## src/rtl/pipe_pkg.sv

```systemverilog
// pipe_pkg: shared state encoding and constants for the pipeline hazard controller
package pipe_pkg;
    typedef enum logic {
        ST_RUN      = 1'b0,
        ST_MEM_WAIT = 1'b1
    } state_t;
    localparam logic [4:0] REG_ZERO = 5'd0;
endpackage

```

## src/rtl/sat_counter.sv

```systemverilog
// sat_counter: up counter that sticks at all-ones instead of wrapping
module sat_counter #(
    parameter int W = 32
) (
    input  logic         clk,
    input  logic         rst,
    input  logic         inc,
    output logic [W-1:0] count
);
    logic [W-1:0] r_count;
    // count events, holding at the maximum once reached
    always_ff @(posedge clk)
        r_count <= rst ? '0 : (inc && r_count != '1) ? r_count + 1'b1 : r_count;
    assign count = r_count;
endmodule

```

## src/rtl/hazard_ctrl.sv

```systemverilog
// hazard_ctrl: load-use / redirect / memory-wait stall and flush control with perf counters
module hazard_ctrl
    import pipe_pkg::*;
#(
    parameter int CNT_W       = 32,
    parameter int MEM_TIMEOUT = 16
) (
    input  logic             clk,
    input  logic             rst,
    input  logic [4:0]       ID_rs1,
    input  logic [4:0]       ID_rs2,
    input  logic             ID_use_rs1,
    input  logic             ID_use_rs2,
    input  logic             EX_MemRead,
    input  logic [4:0]       EX_rd,
    input  logic             EX_redirect,
    input  logic             MEM_req,
    input  logic             dmem_ready,
    output logic             PC_stall,
    output logic             IF_ID_stall,
    output logic             IF_ID_flush,
    output logic             ID_EX_stall,
    output logic             ID_EX_flush,
    output logic             EX_MEM_stall,
    output logic             MEM_WB_flush,
    output logic             mem_timeout,
    output logic [CNT_W-1:0] stall_cnt,
    output logic [CNT_W-1:0] flush_cnt
);
    localparam int WW = $clog2(MEM_TIMEOUT + 1);
    localparam logic [WW-1:0] TO = WW'(MEM_TIMEOUT);

    state_t        r_state, w_state_nxt;
    logic [WW-1:0] r_wait_cnt, w_wait_nxt;
    logic          r_timeout;
    logic          w_mem_busy, w_lu, w_flush_inc;

    assign w_mem_busy = MEM_req & ~dmem_ready;
    assign w_lu = EX_MemRead & (EX_rd != REG_ZERO) &
                  ((ID_use_rs1 & (ID_rs1 == EX_rd)) | (ID_use_rs2 & (ID_rs2 == EX_rd)));
    assign w_flush_inc = ~rst & ~w_mem_busy & EX_redirect;

    // next state, wait count and prioritised stall/flush controls
    always_comb begin
        PC_stall     = 1'b0;
        IF_ID_stall  = 1'b0;
        IF_ID_flush  = 1'b0;
        ID_EX_stall  = 1'b0;
        ID_EX_flush  = 1'b0;
        EX_MEM_stall = 1'b0;
        MEM_WB_flush = 1'b0;
        w_state_nxt  = w_mem_busy ? ST_MEM_WAIT : ST_RUN;
        w_wait_nxt   = !w_mem_busy ? '0 :
                       (r_state == ST_RUN) ? WW'(1) :
                       (r_wait_cnt == TO) ? r_wait_cnt : r_wait_cnt + 1'b1;
        if (rst) begin
            IF_ID_flush  = 1'b1;
            ID_EX_flush  = 1'b1;
            MEM_WB_flush = 1'b1;
        end else if (w_mem_busy) begin
            PC_stall     = 1'b1;
            IF_ID_stall  = 1'b1;
            ID_EX_stall  = 1'b1;
            EX_MEM_stall = 1'b1;
            MEM_WB_flush = 1'b1;
        end else if (EX_redirect) begin
            IF_ID_flush  = 1'b1;
            ID_EX_flush  = 1'b1;
        end else if (w_lu) begin
            PC_stall     = 1'b1;
            IF_ID_stall  = 1'b1;
            ID_EX_flush  = 1'b1;
        end
    end

    // state, wait counter and sticky timeout registers
    always_ff @(posedge clk) begin
        if (rst) begin
            r_state    <= ST_RUN;
            r_wait_cnt <= '0;
            r_timeout  <= 1'b0;
        end else begin
            r_state    <= w_state_nxt;
            r_wait_cnt <= w_wait_nxt;
            r_timeout  <= r_timeout | (w_wait_nxt == TO);
        end
    end

    assign mem_timeout = r_timeout;

    sat_counter #(.W(CNT_W)) u_stall_cnt (
        .clk   (clk),
        .rst   (rst),
        .inc   (PC_stall),
        .count (stall_cnt)
    );

    sat_counter #(.W(CNT_W)) u_flush_cnt (
        .clk   (clk),
        .rst   (rst),
        .inc   (w_flush_inc),
        .count (flush_cnt)
    );
endmodule

```

## config.mk

```make
export PLATFORM = sky130hd
export DESIGN_NAME = hazard_ctrl
export DESIGN_NICKNAME = d
export VERILOG_FILES = /design/src/rtl/pipe_pkg.sv /design/src/rtl/sat_counter.sv /design/src/rtl/hazard_ctrl.sv
export SDC_FILE = /design/constraint.sdc
export NUM_CORES = 1
export LEC_CHECK = 0
export BUFFER_PORTS_ARGS = -buffer_cell sky130_fd_sc_hd__buf_2
export CORE_ASPECT_RATIO = 0.6
export CORE_MARGIN = 2
export CORE_UTILIZATION = 43
export CTS_CLUSTER_DIAMETER = 200
export DETAILED_ROUTE_END_ITERATION = 16
export PLACE_DENSITY = 0.72
export SYNTH_ARGS = -nofsm -noshare
export SYNTH_HDL_FRONTEND = slang
export SYNTH_SLANG_ARGS = --single-unit
```

## constraint.sdc

```tcl
create_clock -name clk -period 1.8 [get_ports clk]
set_clock_uncertainty 0.05 [all_clocks]
set_input_delay 0.09 -clock clk [delete_from_list [all_inputs] [get_ports clk]]
set_output_delay 0.09 -clock clk [all_outputs]
set_load 0.01 [all_outputs]
```

Word level (Yosys, flattened, before mapping)
Cells that the tools add are included.
{"block": "word_totals", "reg_bits": 71, "latch_bits": 0, "ramBits": 0, "romBits": 0, "in_bits": 23, "n_memories": 0}
{"block": "op_classes", "add_sub_neg": 3, "multipliers": 0, "n_div": 0, "n_lt_le_gt_ge": 0, "eq_ne": 6, "shifts": 0, "muxes": 16, "bitwise_logic": 12, "reduce_logical": 3}
{"operator": "$add 32x1->32 const B", "count": 2}
{"operator": "$ne 32x32->1 const B", "count": 2}
{"operator": "$mux 5", "count": 3}
{"operator": "$mux 1", "count": 13}
{"operator": "$eq 5x5->1", "count": 2}
{"operator": "$eq 5x5->1 const B", "count": 2}
{"operator": "$and 1x1->1", "count": 7}
{"operator": "$add 5x1->5 const B", "count": 1}
{"operator": "$reduce_bool 5->1", "count": 1}
{"operator": "$not 1->1", "count": 3}
{"operator": "$logic_and 1x1->1", "count": 2}
{"operator": "$or 1x1->1", "count": 2}

Logic depth before layout (Yosys ltp)
Gate-level depths: netlist of run 1.
{"block": "logic_depth", "ltp_word": 9, "depth_mapped": 8, "ltp_nobuf": 7}

Hierarchy
A second synthesis of run 1 with hierarchy kept.
{"block": "hier_totals", "hier_cells": 459, "hier_area_um2": 3892.5}
{"module": "sat_counter", "n_inst": 2, "cells_per_inst": 199, "area_per_inst_um2": 1674.1, "seq_area_each_um2": 640.6}
{"module": "hazard_ctrl", "n_inst": 1, "cells_per_inst": 61, "area_per_inst_um2": 544.3, "seq_area_each_um2": 140.1}

Worst setup path after synthesis of run 1
Ideal clock, no wire load.
{"block": "synth_timing", "path_type": "register -> register", "start": "register u_flush_cnt.r_count[0], in the netlist u_flush_cnt.count[0]", "end": "register u_flush_cnt.r_count[20], in the netlist u_flush_cnt.count[20]", "setup_ns": 0.128, "arrival_ns": 1.790, "slack_ns": -0.167, "stages_incl_launch_ff": 8, "path_buffers": 0, "synth_period_minus_slack_ns": 1.967, "path_cell_list": "dfxtp_1 ha_1 nand2_1 or4b_4 a211oi_2 nand4_1 xor2_1 nor2_1"}
{"block": "synth_between", "elab_chain_cells": 2, "word_cells_on_any_way": 3, "classes_between": "add/sub: 1; eq/ne: 1; reduce/logical: 1"}
{"item": "start: declaration", "line_no": "sat_counter.sv:10", "text": "logic [W-1:0] r_count;"}
{"item": "start signal: assignment", "line_no": "sat_counter.sv:13", "text": "r_count <= rst ? '0 : (inc && r_count != '1) ? r_count + 1'b1 : r_count;"}
{"item": "branches (longest 2 deep; another with $add 32x1->32)"}
Parallel ways; which one is timed is not known.
A chain may end at the register's enable or synchronous reset.

Worst setup path after layout of run 1
{"block": "layout_timing", "start": "register u_flush_cnt.r_count[0], in the netlist u_flush_cnt.count[0]", "end": "register u_flush_cnt.r_count[18], in the netlist u_flush_cnt.count[18]"}
Same word-level chain as after synthesis.

==> out/results.txt, run 1 <==
starting density of the core - 0.443
Synth top area share - 0.378
syn_nets - 461
Final WS setup - -0.207 ns
DR pass1 iterations - 5
Final GP Congestion - 0.920
sequential share of the synthesized area - 0.378
routed length per instance - 16.5 µm
Setup crit end - u_flush_cnt.count[18]$_SDFFE_PP0P_
element type at the critical path end - flip-flop
CTS buffer count - 9
VDD IR max - 0.577 mV
initial antenna violation count - 0
number of nets in the layout - 692
Final setup viols - 47
Placement Setup Slack - -0.260 ns
# diodes - 0
Initial DRC Count - 308
Main synth FF type - dfxtp_1
max-slew violation count - 0
fraction of layout cells with a size suffix above 1 - 0.545
CTS tree - built
Worst Max-Slew Pin Slew - 0.423 ns
RSZ-0062 raised after global routing - true
WS Path Type - reg2reg
minimum clock period - 2.01 ns
first-pass GRT wire length - 19.4 mm
via count - 4325
slowest CP cell - or4b_4
critical path required time - 1.97 ns
Max H-tree Level - 3
Crit path largest cell delay - 0.54 ns
die width - 125 µm
die area - 0.00953 mm²
CTS sink cnt - 71
final WL - 12.9 mm
Worst setup SP type - flip-flop
synth unique cells - 60
status - finished with violations
Crit path buffers/inverters - 1
DR vias/cell - 5.53
post-synthesis cell count - 434
IO Pins - 95
ys async rst share - 0
Core Area - 0.00849 mm²
clock edge transition at the registers on the reported setup and hold paths - 0.06 ns
Critical R2R Launch - u_flush_cnt.count[0]$_SDFFE_PP0P_
Final Power - 3.48 mW
Crit Path Max Fanout - 4
Port Buf Inserts - 94
row count - 26
GRT overflow - 0
post-DP HPWL - 8.52 mm
Remaining DRCs - 0
synth warn - 0
fillers - 584
mapped cell area - 0.00376 mm²
FMAX - 0.498 GHz
Seq cells post-synth - 71
footprint of the multi-input gates - 0.00260 mm²
Max Cap Viol - 0
post-synth top area cell - dfxtp_1
largest net degree at the start of global routing - 23
Clock Latency Late Sink - 0.33 ns
Slew HR - 0.717
final hold violation count - 0
Global Route Usage Sum - 0.249
Pleak - 2.67 nW
hold crit path type - in2reg
number of global-route vias before repair - 3936
cell family with most CP delay - simple AND/OR/NAND/NOR gates
Area Growth Syn to Fin - 63.5%
PD cells - 566 mW/mm²
crit path launch - u_flush_cnt.count[0]$_SDFFE_PP0P_
Syn Area/Cell - 8.66 µm²
Root Driver - clkbuf_16
clock buffer depth - 2
CP arrival - 2.18 ns
R2R Setup Slk - -0.21 ns
CP Cell Sequence - ha_4, nand2_4, or4b_4, buf_4, nor3b_2, a21boi_2, xnor2_1, nor2_1
sequential cell area - 0.00148 mm²
Post-synth EDFFs - 0
FF-to-FF End - u_flush_cnt.count[18]$_SDFFE_PP0P_
Die Span Y - 76.4 µm
Tcrit/Tclk final - 1.11
failing checks - setup timing
Levels on crit path - 8
synth top area cells - dfxtp_1 (38%), xnor2_1 (6.1%), nor2_1 (4.7%)
Final ANT Viol Nets - 0
Worst R2R Path Depth - 8
-- registers in the layout, summed over array words and instances, names as in the netlist --
signal	flops
u_flush_cnt.count	32
r_state	1
r_wait_cnt	5
mem_timeout	1
u_stall_cnt.count	32
-- power breakdown --
group / internal [mW] / switching, mW / total, mW
registers: 1.57 / 0.00522 / 1.57
logic: 0.116 / 0.141 / 0.257
clock network: 1.01 / 0.639 / 1.65
-- logic make-up after synthesis --
group,share of synthesized area
muxes,0.00799
and+or+nand+nor,0.328
adders and majority gates,0.0133
buffers and inverters,0.0346
AOI/OAI and AO/OA,0.133
DFF,0.378
xor gates and xnor gates,0.105
-- worst reg2reg max path: stages, from the launching register on --
cell      delay, ns
dfxtp_4        0.36
ha_4           0.15
nand2_4        0.05
or4b_4         0.54
buf_4          0.17
nor3b_2        0.15
a21boi_2       0.21
xnor2_1        0.15
nor2_1         0.06
-- final cells by class --
type,instances,share of cell area
inverter,11,0.00672
tap,112,0.0228
clock inverter,1,0.000814
sequential,71,0.241
clock buffer,15,0.0436
multi-input combinational,336,0.424
timing repair buffer,236,0.262
-- placed cells by master (no fill, tap or decap), drive strengths merged, types with 4 or more instances in the layout --
master  count
a21oi      29
a31oi       4
and3        8
and4       10
buf       236
clkbuf     15
dfxtp      71
ha          4
inv        10
nand2      42
nand3      22
nand4      25
nor2       48
nor3        8
o21ai      19
o31ai       7
o41ai       4
or3        17
or4         9
xnor2      26
xor2       19
-- layer usage --
metal | share of wire | vias to the layer above | routed length [µm] | GRT usage
met5 | 0 | - | 0 | 0
met1 | 0.45 | 2089 | 5780 | 0.346
met4 | 0.016 | 0 | 212 | 0.0719
met3 | 0.065 | 20 | 835 | 0.0562
li1 | - | 2056 | - | -
met2 | 0.47 | 160 | 6050 | 0.389
-- how the worst min path moves through the flow --
| stage | endpoint | slack [ns] | start | cells past startpoint |
|---|---|---|---|---|
| finish | mem_timeout$_SDFF_PP0_ | 0.1 | dmem_ready | 4 |
| global route | mem_timeout$_SDFF_PP0_ | 0.13 | dmem_ready | 4 |
| CTS | mem_timeout$_SDFF_PP0_ | 0.09 | dmem_ready | 4 |
| detailed placement | r_wait_cnt[0]$_SDFF_PP0_ | 0.42 | r_state$_DFF_P_ | 1 |
| global placement | r_wait_cnt[0]$_SDFF_PP0_ | 0.42 | r_state$_DFF_P_ | 1 |
| floorplan | u_flush_cnt.count[2]$_SDFFE_PP0P_ | 0.25 | EX_redirect | 2 |
-- timing repair --
item                                    in CTS  in global routing
setup buffers                               12                 14
gates cloned                                 1                  0
resized for setup                           34                 86
endpoints found under the setup margin      59                 59
pin swaps                                   28                 48
hold buffers                                 0                  0
-- synth_stat cells, types with 2 or more instances --
master	count
inv_1	10
dfxtp_1	71
ha_1	4
nand2_1	41
clkbuf_1	8
nand4b_1	2
a21oi_1	29
or4_1	8
o31ai_1	6
nor4b_4	2
nand4_1	21
o211ai_1	2
buf_4	5
nand4_2	3
and4_1	10
a31oi_1	3
buf_2	2
or3_1	17
mux2i_1	3
xor2_1	19
o21ai_0	19
nand3_1	20
xnor2_1	26
and3_1	8
o311ai_0	3
o41ai_1	4
nor2_1	47
nor3_1	8
nand3_2	2
-- metrics by stage --
step	setup TNS, ns	hold slack (ns)	instance area (µm²)	instances	util
after floorplan	-0.620	0.251	3850	434	-
after global placement	-4.09	0.421	5240	741	0.618
after detailed placement	-6.45	0.421	5240	741	0.618
after CTS	-2.33	0.0899	5720	769	0.673
after global routing	-9.19	0.128	6140	782	0.724
final	-4.06	0.0960	6140	782	0.724
Power figures use the tool's default switching activity.
==> run 2: changes to the inputs <==
Settings changed: BUFFER_PORTS_ARGS -buffer_cell sky130_fd_sc_hd__buf_2 to -buffer_cell sky130_fd_sc_hd__buf_4.
==> run 2 against run 1 <==
Net effect:
- the run still ends with setup timing left
- clock-buffer cell count decreased by 3
- first-iteration DRC count decreased by 1.6%
- design area increased by 3.5%
- combinational power about the same
- critical endpoint is now u_stall_cnt.count[23]$_SDFFE_PP0P_
- largest cell class unchanged
- global-route usage increased by 0.81 points
- worst setup slack got worse by 0.0011 ns
- clock power increased by 9%
==> out/results.txt, run 2 (synthesis results as in run 1) <==
status - finished with violations
failing checks - setup timing
commonest cells after routing, fill and taps aside - buf_4 (221), nor2_1 (42), dfxtp_1 (42), nand2_1 (38), xnor2_1 (24)
Hold WS - 0.166 ns (+0.0704 ns)
WS Path Type - reg2reg
Initial DRC Count - 303 (-1.6%)
element type at the critical path end - flip-flop
Post-CTS Hold Buffers - 0 (unchanged)
Final Power - 3.63 mW (+4.4%)
Final WS setup - -0.208 ns (-0.00109 ns)
post-DP HPWL - 8.77 mm (+2.9%)
Remaining DRCs - 0 (unchanged)
clock edge transition at the registers on the reported setup and hold paths - 0.06 ns (about the same)
die area - 0.00953 mm² (unchanged)
Tcrit/Tclk final - 1.12 (about the same)
Area Growth Syn to Fin - 69.2%
CTS tree - built
Global Route Usage Sum - 0.257 (+0.00806)
Worst R2R Path Depth - 7 (-1)
Worst Max-Slew Pin Slew - 0.340 ns (-0.0829 ns)
CTS buffer count - 9 (unchanged)
critical path required time - 2.01 ns (+0.04 ns)
WHS Endpoint - u_stall_cnt.count[10]$_SDFFE_PP0P_
Max H-tree Level - 3 (unchanged)
IO Pins - 95 (unchanged)
Critical R2R Launch - u_stall_cnt.count[19]$_SDFFE_PP0P_
number of nets in the layout - 690 (-0.29%)
initial antenna violation count - 0 (unchanged)
Port Buf Inserts - 94 (unchanged)
starting density of the core - 0.443 (unchanged)
largest net degree at the start of global routing - 28 (+22%)
Die Span Y - 76.4 µm (unchanged)
R2R Setup Slk - -0.21 ns (about the same)
Clock Latency Late Sink - 0.34 ns (about the same)
Final ANT Viol Nets - 0 (unchanged)
number of global-route vias before repair - 4107 (+4.3%)
CP arrival - 2.22 ns (+0.04 ns)
final hold violation count - 0 (unchanged)
max-slew violation count - 0 (unchanged)
final core utilization - 0.749 (+0.0252)
die width - 125 µm (unchanged)
FF-to-FF End - u_stall_cnt.count[23]$_SDFFE_PP0P_
# diodes - 0 (unchanged)
hold crit path type - in2reg
DP Area - 0.00549 mm² (+4.8%)
Final GP Congestion - 0.891 (-3.2%)
DR vias/cell - 5.63 (+1.8%)
DR pass1 iterations - 5 (unchanged)
row count - 26 (unchanged)
routed length per instance - 17.2 µm (+4.3%)
Crit Path Max Fanout - 4 (unchanged)
Final setup viols - 49 (+4.3%)
via count - 4391 (+1.5%)
final WL - 13.4 mm (+4.1%)
GRT overflow - 0 (unchanged)
RSZ-0062 raised after global routing - true
FMAX - 0.498 GHz (about the same)
first-pass GRT wire length - 20.2 mm (+3.8%)
fraction of layout cells with a size suffix above 1 - 0.540 (-0.00436)
Core Area - 0.00849 mm² (unchanged)
VDD IR max - 0.746 mV (+29%)
most common cell after layout, fill and taps aside - buf_4
hold path depth - 3 (-1)
clock buffer depth - 2 (unchanged)
final instance area - 0.00636 mm² (+3.5%)
minimum clock period - 2.01 ns (+0.00109 ns)
Pleak - 2.67 nW (about the same)
CTS sink cnt - 71 (unchanged)
Slew HR - 0.771 (+0.0536)
Max Cap Viol - 0 (unchanged)
Worst setup SP type - flip-flop
worst hold start - rst
PD cells - 571 mW/mm² (+0.85%)
Root Driver - clkbuf_16
[run 2: layer usage]
metal,track usage,vias to the layer above,share of wire
met3,0.0625,28,0.074
met2,0.414,204,0.47
met5,0,-,0
met4,0.0629,0,0.021
met1,0.349,2113,0.44
li1,-,2046,-
[run 2: timing repair]
action / CTS / global route
gates cloned: 0 / 0
gates resized for setup: 50 / 54
pin swaps: 31 / 24
setup endpoints to repair: 53 / 58
buffers inserted: 13 / 11
[run 2: worst max path at each step]
stage / start / to / slack, ns / cells past startpoint
4_1_cts: u_flush_cnt.count[0]$_SDFFE_PP0P_ / u_flush_cnt.count[26]$_SDFFE_PP0P_ / -0.16 / 6
5_1_grt: u_flush_cnt.count[0]$_SDFFE_PP0P_ / u_flush_cnt.count[28]$_SDFFE_PP0P_ / -0.28 / 6
2_1_floorplan: u_stall_cnt.count[1]$_SDFFE_PP0P_ / u_stall_cnt.count[30]$_SDFFE_PP0P_ / -0.08 / 7
3_3_place_gp: EX_rd[1] / u_stall_cnt.count[4]$_SDFFE_PP0P_ / -0.15 / 8
3_5_place_dp: EX_rd[1] / u_stall_cnt.count[4]$_SDFFE_PP0P_ / -0.27 / 8
6_report: u_stall_cnt.count[19]$_SDFFE_PP0P_ / u_stall_cnt.count[23]$_SDFFE_PP0P_ / -0.21 / 7
[run 2: metrics by stage]
step	std cells	setup TNS (ns)	setup slack (ns)
3_3_place_gp	743	-2.35	-0.152
3_5_place_dp	743	-4.90	-0.273
6_report	780	-4.08	-0.208
4_1_cts	770	-1.93	-0.159
2_1_floorplan	434	-0.620	-0.0825
5_1_grt	780	-7.67	-0.281
[run 2: cell type report]
type	count	area, µm²
Sequential cell	71	1480
Inverter	11	41.3
Clock buffer	12	278
Multi-Input combinational cell	336	2590
Fill cell	567	2130
Clock inverter	4	25.0
Tap cell	112	140
Timing Repair Buffer	234	1810
[run 2: where the power goes]
part           total (mW)  switching [mW]  internal (mW)
combinational       0.258           0.135          0.123
clock                1.80           0.707           1.09
sequential           1.57         0.00533           1.57
total                3.63           0.848           2.78
[run 2: critical path, stage by stage (launching register included)]
cell and delay [ns]:
dfxtp_2 0.32, nand4_1 0.16, and4bb_2 0.30, a22oi_2 0.23, buf_4 0.16, nand4_1 0.16
or3_1 0.41, a21oi_2 0.14
